### config.mk
export PLATFORM = sky130hd
export DESIGN_NAME = arbitro_rr_salida
export DESIGN_NICKNAME = d
export VERILOG_FILES = /design/src/rtl/arbitro_rr_salida_pkg.sv /design/src/rtl/arbitro_rr_salida_contadores.sv /design/src/rtl/arbitro_rr_salida.sv
export SDC_FILE = /design/constraint.sdc
export NUM_CORES = 1
export LEC_CHECK = 0
export ABC_AREA = 1
export CAP_MARGIN = 20
export CORE_UTILIZATION = 51
export DETAILED_ROUTE_END_ITERATION = 12
export PLACE_DENSITY = 0.85
export SLEW_MARGIN = 15
export SYNTH_ARGS = -nofsm -noshare
export SYNTH_HDL_FRONTEND = slang
export SYNTH_SLANG_ARGS = --single-unit
### constraint.sdc
create_clock -name clk -period 5.6 [get_ports clk]
set_input_delay 0.84 -clock clk [delete_from_list [all_inputs] [get_ports clk]]
set_output_delay 0.84 -clock clk [all_outputs]
set_load 0.02 [all_outputs]
### src/rtl/arbitro_rr_salida_pkg.sv
// Shared definitions for the PCIE egress round-robin merger: widths, VC count,
// FSM encodings and counter-select codes.
package arbitro_rr_salida_pkg;

  localparam int TAMANO_DATOS_DEF   = 12;
  localparam int ANCHO_CONTADOR_DEF = 5;
  localparam int NUM_VC             = 4;

  localparam logic [1:0] ST_RESET  = 2'd0;
  localparam logic [1:0] ST_ACTIVE = 2'd1;
  localparam logic [1:0] ST_PAUSE  = 2'd2;

  localparam logic [2:0] IDX_TOTAL = 3'd4;

  function automatic logic [1:0] vc_siguiente(input logic [1:0] vc);
    return vc + 2'd1;
  endfunction

endpackage

### src/rtl/arbitro_rr_salida_contadores.sv
// Per-VC and total pushed-word counters with a registered req/idx read port.
module contadores_salida
  import arbitro_rr_salida_pkg::*;
#(
  parameter int ANCHO_CONTADOR = ANCHO_CONTADOR_DEF
) (
  input  logic                      clk,
  input  logic                      reset,
  input  logic                      inc_i,
  input  logic [1:0]                inc_vc_i,
  input  logic                      req_i,
  input  logic [2:0]                idx_i,
  output logic [ANCHO_CONTADOR-1:0] cuenta_o,
  output logic                      valid_cuenta_o
);

  // Entries 0..3 are VC0..VC3, entry NUM_VC is the total.
  logic [ANCHO_CONTADOR-1:0] cnt_q [NUM_VC+1];
  logic [ANCHO_CONTADOR-1:0] sel;
  logic [ANCHO_CONTADOR-1:0] cuenta_q;
  logic                      valid_q;

  always_comb begin
    sel = '0;
    if (idx_i <= IDX_TOTAL) sel = cnt_q[idx_i];
  end

  always_ff @(posedge clk) begin
    if (reset) begin
      for (int i = 0; i <= NUM_VC; i++) cnt_q[i] <= '0;
      cuenta_q <= '0;
      valid_q  <= 1'b0;
    end else begin
      // The read samples the pre-increment value; wrap is natural overflow.
      if (inc_i) begin
        cnt_q[{1'b0, inc_vc_i}] <= cnt_q[{1'b0, inc_vc_i}] + ANCHO_CONTADOR'(1);
        cnt_q[NUM_VC]           <= cnt_q[NUM_VC] + ANCHO_CONTADOR'(1);
      end
      valid_q <= req_i;
      if (req_i) cuenta_q <= sel;
    end
  end

  assign cuenta_o       = cuenta_q;
  assign valid_cuenta_o = valid_q;

endmodule

### src/rtl/arbitro_rr_salida.sv
// Egress round-robin merger: drains four VC FIFOs into one stream with a
// two-cycle pop-to-push pipeline, honouring downstream almost-full.
module arbitro_rr_salida
  import arbitro_rr_salida_pkg::*;
#(
  parameter int TAMANO_DATOS   = TAMANO_DATOS_DEF,
  parameter int ANCHO_CONTADOR = ANCHO_CONTADOR_DEF
) (
  input  logic                      clk,
  input  logic                      reset,
  input  logic [3:0]                empty_in,
  input  logic [TAMANO_DATOS-1:0]   data_in0,
  input  logic [TAMANO_DATOS-1:0]   data_in1,
  input  logic [TAMANO_DATOS-1:0]   data_in2,
  input  logic [TAMANO_DATOS-1:0]   data_in3,
  input  logic                      almost_full_in,
  output logic [3:0]                pop_out,
  output logic [TAMANO_DATOS-1:0]   data_out,
  output logic                      push_out,
  input  logic                      req,
  input  logic [2:0]                idx,
  output logic [ANCHO_CONTADOR-1:0] cuenta,
  output logic                      valid_cuenta
);

  logic [1:0]              state_q, state_d;
  logic [1:0]              ptr_q, ptr_d;
  logic                    grant;
  logic [1:0]              grant_vc;
  logic [1:0]              cand;
  logic                    vld_p0;
  logic [1:0]              vc_p0;
  logic                    vld_p1;
  logic [TAMANO_DATOS-1:0] data_p1;
  logic [TAMANO_DATOS-1:0] data_sel;

  always_comb begin
    state_d = state_q;
    case (state_q)
      ST_RESET:  state_d = ST_ACTIVE;
      ST_ACTIVE: if (almost_full_in) state_d = ST_PAUSE;
      ST_PAUSE:  if (!almost_full_in) state_d = ST_ACTIVE;
      default:   state_d = ST_RESET;
    endcase
  end

  // First non-empty VC at or after the pointer, wrapping 3->0.
  always_comb begin
    grant    = 1'b0;
    grant_vc = ptr_q;
    cand     = ptr_q;
    for (int i = 0; i < NUM_VC; i++) begin
      cand = ptr_q + 2'(i);
      if (!grant && !empty_in[cand] && (state_q == ST_ACTIVE)) begin
        grant    = 1'b1;
        grant_vc = cand;
      end
    end
  end

  assign pop_out = grant ? 4'(4'b0001 << grant_vc) : 4'b0000;
  assign ptr_d   = grant ? vc_siguiente(grant_vc) : ptr_q;

  always_comb begin
    case (vc_p0)
      2'd0:    data_sel = data_in0;
      2'd1:    data_sel = data_in1;
      2'd2:    data_sel = data_in2;
      default: data_sel = data_in3;
    endcase
  end

  always_ff @(posedge clk) begin
    if (reset) begin
      state_q <= ST_RESET;
      ptr_q   <= 2'd0;
      vld_p0  <= 1'b0;
      vld_p1  <= 1'b0;
      data_p1 <= '0;
    end else begin
      state_q <= state_d;
      ptr_q   <= ptr_d;
      // p0: grant registered while the FIFO fetches the word
      vld_p0  <= grant;
      // p1: FIFO word captured and pushed downstream
      vld_p1  <= vld_p0;
      if (vld_p0) data_p1 <= data_sel;
    end
  end

  always_ff @(posedge clk) begin
    vc_p0 <= grant_vc;
  end

  assign push_out = vld_p1;
  assign data_out = data_p1;

  contadores_salida #(
    .ANCHO_CONTADOR(ANCHO_CONTADOR)
  ) u_contadores (
    .clk            (clk),
    .reset          (reset),
    .inc_i          (vld_p0),
    .inc_vc_i       (vc_p0),
    .req_i          (req),
    .idx_i          (idx),
    .cuenta_o       (cuenta),
    .valid_cuenta_o (valid_cuenta)
  );

endmodule

# == Word level (Yosys, flattened, before mapping) ==
# Memory sizes are Yosys's and may differ from the RTL's. A register that Yosys moved wholly into a read port is not among the register bits.
# Index checks and enable logic that the tools add are counted.
# op_classes
reduce_logical,18
shifts,1
n_eq_ne,6
magnitude_cmp,5
addsub,6
n_bitwise,1
muxes,30
# ops
operator,count
12-bit one-hot mux with 3 select lines,1
5-bit 2-to-1 mux,3
1-bit 2-to-1 mux,14
"2-bit by 3-bit < comparator with 1-bit output, second input constant",4
"5-bit by 1-bit adder with 5-bit output, second input constant",2
2-bit 2-to-1 mux,5
1-bit binary-select mux with 2-bit select,4
1-bit logical AND,7
1-bit logical NOT,7
2-bit one-hot mux with 3 select lines,1
5-bit OR reduction,1
"2-bit by 1-bit adder with 2-bit output, second input constant",2
"2-bit adder, second input constant",2
"2-bit by 1-bit equality test with 1-bit output, second input constant",2
"2-bit equality test, second input constant",2
2-bit logical NOT,2
4-bit 2-to-1 mux,1
"2-bit inequality test, second input constant",2
"1-bit by 2-bit left shift with 4-bit output, first input constant",1
"3-bit less-or-equal comparator, second input constant",1
3-bit 2-to-1 mux,1
2-bit AND reduction,1
1-bit OR,1
# word_totals
in_bits,59
ff_bits,26
mem_bits_rw,25
memories,1
out_inout_bits,23
# memory_table
name,depth,word_bits,rd,rd_ports_with_merged_regs,write_ports,line,rtl
u_contadores.cnt_q,5,5,3,1,5,arbitro_rr_salida_contadores.sv:18,logic [ANCHO_CONTADOR-1:0] cnt_q [NUM_VC+1];

# == Logic depth before layout (Yosys ltp) ==
# logic_depth
depth_word,19
mapped_depth,17

# == Cells and area by module ==
# Synthesis repeated with hierarchy kept, for this count alone.
# hier_totals
hier_cells,425
area_unflattened_um2,3078.0
# modules_own_cells
module,cells_each,instances,area_per_inst_um2
contadores_salida,220,1,1705.4
arbitro_rr_salida,205,1,1372.6

# == Worst setup path after synthesis ==
# No wires, ideal clock.
# synth_path
path_kind,in2out
from,input empty_in[1]
to,output pop_out[0]
n_path_buf,0
path_slack_ns,2.694
stages,11
arrival_time_ns,2.066
required_time_ns,4.760
path_cell_list,inv_1 > nand2_1 > nand3_1 > nand2_1 > nor2_4 > nand3_1 > nand2_1 > inv_2 > nand3_1 > nand2_2 > nor3_1
# synth_between
elab_chain_len,19
# synth_rtl
item,line,rtl
start: declaration,arbitro_rr_salida.sv:11,"input logic [3:0] empty_in,"
1-bit binary-select mux with 2-bit select,arbitro_rr_salida.sv:54,if (!grant && !empty_in[cand] && (state_q == ST_ACTIVE)) begin
1-bit 2-to-1 mux (not written as such),arbitro_rr_salida.sv:54,
1-bit logical NOT,arbitro_rr_salida.sv:54,
1-bit logical AND,arbitro_rr_salida.sv:54,
1-bit 2-to-1 mux,arbitro_rr_salida.sv:54,
1-bit logical NOT,arbitro_rr_salida.sv:54,
1-bit logical AND (2 in a row),arbitro_rr_salida.sv:54,
1-bit 2-to-1 mux,arbitro_rr_salida.sv:54,
1-bit logical NOT,arbitro_rr_salida.sv:54,
1-bit logical AND (2 in a row),arbitro_rr_salida.sv:54,
1-bit 2-to-1 mux,arbitro_rr_salida.sv:54,
1-bit logical NOT,arbitro_rr_salida.sv:54,
1-bit logical AND (2 in a row),arbitro_rr_salida.sv:54,
2-bit 2-to-1 mux (*),arbitro_rr_salida.sv:54,
net grant_vc[1],arbitro_rr_salida.sv:29,logic [1:0] grant_vc;
1-bit by 2-bit left shift with 4-bit output (*),arbitro_rr_salida.sv:61,assign pop_out = grant ? 4'(4'b0001 << grant_vc) : 4'b0000;
4-bit 2-to-1 mux (*),arbitro_rr_salida.sv:61,
end: declaration,arbitro_rr_salida.sv:17,"output logic [3:0] pop_out,"
# Mark *: on every way through the listed nets, which the timed path passes. The rest lies on a longest branch. The select of a mux whose other input is x is not followed.

# == Final worst setup path ==
# Ends and elaborated chain as after synthesis.

==> summary.txt <==
Run status
  – Outcome: finished, final reports clean

Logic synthesis
  – Cell variety after synth: 34
  – Syn Inst Count: 366
  – Post-synth ARST share: 0
  – Sequential fraction of the synthesis area: 0.447
  – Number of enable flip-flop cells after synthesis: 25
  – Mapped Area: 2850 um2
  – Seq cells post-synth: 51
  – Synth Area per Inst: 7.78 um2
  – Yosys warns: 0
  – Synth Flop Type: dfxtp_1
  – Syn_nets: 427

Clock tree
  – Root Buffer: clkbuf_8
  – Cts bufs inserted: 5
  – Clk buf depth: 2
  – # hold bufs at CTS: 0
  – Clock Pin Slew Worst Setup and Hold Paths: 0.09 ns
  – Number of H-tree levels: 2
  – CTS tree: yes
  – Worst skew pair latency: 0.31 ns
  – Number of clock sinks: 51
  – Postcts setup bufs: 0
  – Post-CTS sizing: 0

Final layout
  – Filler Cell Count: 415
  – Register Area: 1270 um2
  – Nets: 502
  – Antenna diodes: 0
  – Commonest non-fill, non-tap cell in the layout: nand2_1
  – Most frequent cells in the layout: nand2_1 (89), clkdlybuf4s50_1 (81), nor2_1 (41), o21ai_0 (40), inv_1 (29)
  – Layout area overhead: 34.2%
  – Layout cells sized above 1: 0.0973
  – Multi-input gate area: 1360 um2

Timing
  – Setup TNS: 0 ns
  – Fin. Hold Viols: 0
  – Worst-Margin Slew: 0.790 ns
  – Clock skew: 0.00923 ns
  – Fmax: 261 MHz
  – Pins over their slew limit: 0
  – Min cycle time layout: 3.83 ns
  – Period utilization: 0.685
  – Slew headroom: 0.473
  – Setup violators final: 0
  – RSZ-0062 raised after global routing: false

Drt
  – Detailed-router iteration count before antenna repair: 4
  – WL/cell: 14.2 um
  – Initial DRC Count: 209
  – Via Count: 2,771
  – DR DRC count: 0
  – Via density: 5.41
  – Antenna Nets Post-Route: 0
  – Final WL: 7.27 mm

Floorplan
  – Starting Density: 0.543
  – Die Area: 5880 um2
  – Die Y: 76.7 um
  – # rows: 26
  – Die Width: 76.7 um
  – Placeable core area: 5240 um2
  – I/O Pins: 82

Critical path
  – CP Capture Point: pop_out[0]
  – Crit path kind: in -> out
  – R2R Setup Slk: 2.81 ns
  – Critical path arrival: 2.99 ns
  – CP max FO: 3
  – Startpoint types: input pin
  – Worst-case reg-to-reg path depth: 8
  – R2R Path End: u_contadores.cnt_q[1][4]$_SDFFCE_PN0P_
  – Reg2reg start: vc_p0[0]$_DFF_P_
  – CP startpoint: empty_in[1]
  – CP Capture Type: output pin
  – CP required: 4.76 ns

Worst hold path
  – Min-delay worst type: reg -> reg

GRT
  – Number of global-route vias before repair: 2,606
  – Pin count of the biggest net entering global routing: 23
  – GR Overflow Total: 0
  – Overall routing resource usage: 0.258
  – First-pass GRT wire length: 12.0 mm
  – Initial antenna violation count: 0

Place
  – Post-DP HPWL: 5.45 mm
  – GP Congestion: 0.916
  – Port bufs: 81

Pwr
  – Power per Cell Area: 409 nW/um2
  – Leak: 1.57 nW
  – Final Power: 1.56 mW
  – VDD IR max: 0.000397 V

Job
  – Max Cap Viol: 0
==> synth_stat cells, types with 5 or more instances <==
cell type | instances | area, um2
a22oi_1 | 6 | 45.0
dfxtp_1 | 26 | 521
nor2_2 | 5 | 31.3
a21oi_1 | 16 | 80.1
edfxtp_1 | 25 | 751
a221oi_1 | 10 | 87.6
nor2_1 | 41 | 154
nand2_2 | 12 | 75.1
o21ai_0 | 40 | 200
inv_1 | 29 | 109
nand2_1 | 89 | 334
nand3_1 | 21 | 105
clkbuf_1 | 10 | 37.5
==> cell type report <==
| cell class | count | share of cell area |
|---|---|---|
| clock inverters | 2 | 0.00983 |
| flip-flops and latches | 51 | 0.333 |
| repair buffers | 83 | 0.216 |
| well taps | 70 | 0.0229 |
| clock buffers | 6 | 0.0246 |
| multi-input cells | 264 | 0.356 |
| inverters | 36 | 0.0380 |
==> registers in the layout, summed over array words and instances (netlist names) <==
name,flops
data_out,12
u_contadores.valid_cuenta_o,1
u_contadores.cuenta_o,5
ptr_q,2
u_contadores.cnt_q,25
vc_p0,2
push_out,1
state_q,2
vld_p0,1
==> cell families (layout without fill, tap and decap cells) <==
group / count (synthesis) / after routing / share of synthesized area
adder cells (fa/ha/maj): 2 / 2 / 0.00879
AND/OR/NAND/NOR: 178 / 178 / 0.287
XOR/XNOR: 4 / 4 / 0.0123
buffers and inverters: 51 / 127 / 0.0765
flip-flops: 51 / 51 / 0.447
AO/OA/AOI/OAI: 80 / 80 / 0.168
==> worst max-delay path: stages <==
cell and delay, ns:
clkdlybuf4s50_1 0.44, inv_1 0.07, nand2_1 0.07, nand3_1 0.13, nand2_1 0.10, nor2_4 0.15
nand3_1 0.12, nand2_1 0.12, inv_2 0.04, nand3_1 0.09, nand2_2 0.08, nor3_1 0.13
clkdlybuf4s50_1 0.63
==> worst min-delay path by stage <==
stage / startpoint / endpoint / slack, ns / depth (start not counted)
floorplan: state_q[0]$_SDFFE_PP0P_ / state_q[0]$_SDFFE_PP0P_ / 0.51 / 3
finish: data_out[8]$_SDFFE_PP0P_ / data_out[8]$_SDFFE_PP0P_ / 0.46 / 2
CTS: data_out[8]$_SDFFE_PP0P_ / data_out[8]$_SDFFE_PP0P_ / 0.46 / 2
detailed placement: data_out[8]$_SDFFE_PP0P_ / data_out[8]$_SDFFE_PP0P_ / 0.44 / 2
global placement: data_out[8]$_SDFFE_PP0P_ / data_out[8]$_SDFFE_PP0P_ / 0.44 / 2
global route: data_out[8]$_SDFFE_PP0P_ / data_out[8]$_SDFFE_PP0P_ / 0.47 / 2
==> through the flow <==
stage / instance area, um2 / util / hold WS (ns) / worst slack [ns] / cells
detailed placement: 3690 / 0.704 / 0.443 / 1.78 / 504
finish: 3820 / 0.729 / 0.459 / 1.77 / 512
CTS: 3820 / 0.729 / 0.459 / 1.77 / 512
global placement: 3690 / 0.704 / 0.436 / 1.83 / 504
global route: 3820 / 0.729 / 0.471 / 1.61 / 512
floorplan: 2850 / - / 0.510 / 2.69 / 366
==> power by group <==
| part | switching (mW) | internal [mW] | leakage [nW] |
|---|---|---|---|
| clock network | 0.124 | 0.160 | 0.0626 |
| registers | 0.0632 | 0.468 | 0.475 |
| logic | 0.465 | 0.283 | 1.03 |
==> layer usage <==
| metal | global-route usage | vias to the layer above | part of all wire |
|---|---|---|---|
| met1 | 0.316 | 1279 | 0.42 |
| met4 | 0.0962 | 0 | 0.025 |
| li1 | - | 1377 | - |
| met2 | 0.443 | 99 | 0.50 |
| met5 | 0 | - | 0 |
| met3 | 0.0536 | 16 | 0.055 |
Power figures use the tool's default switching activity.
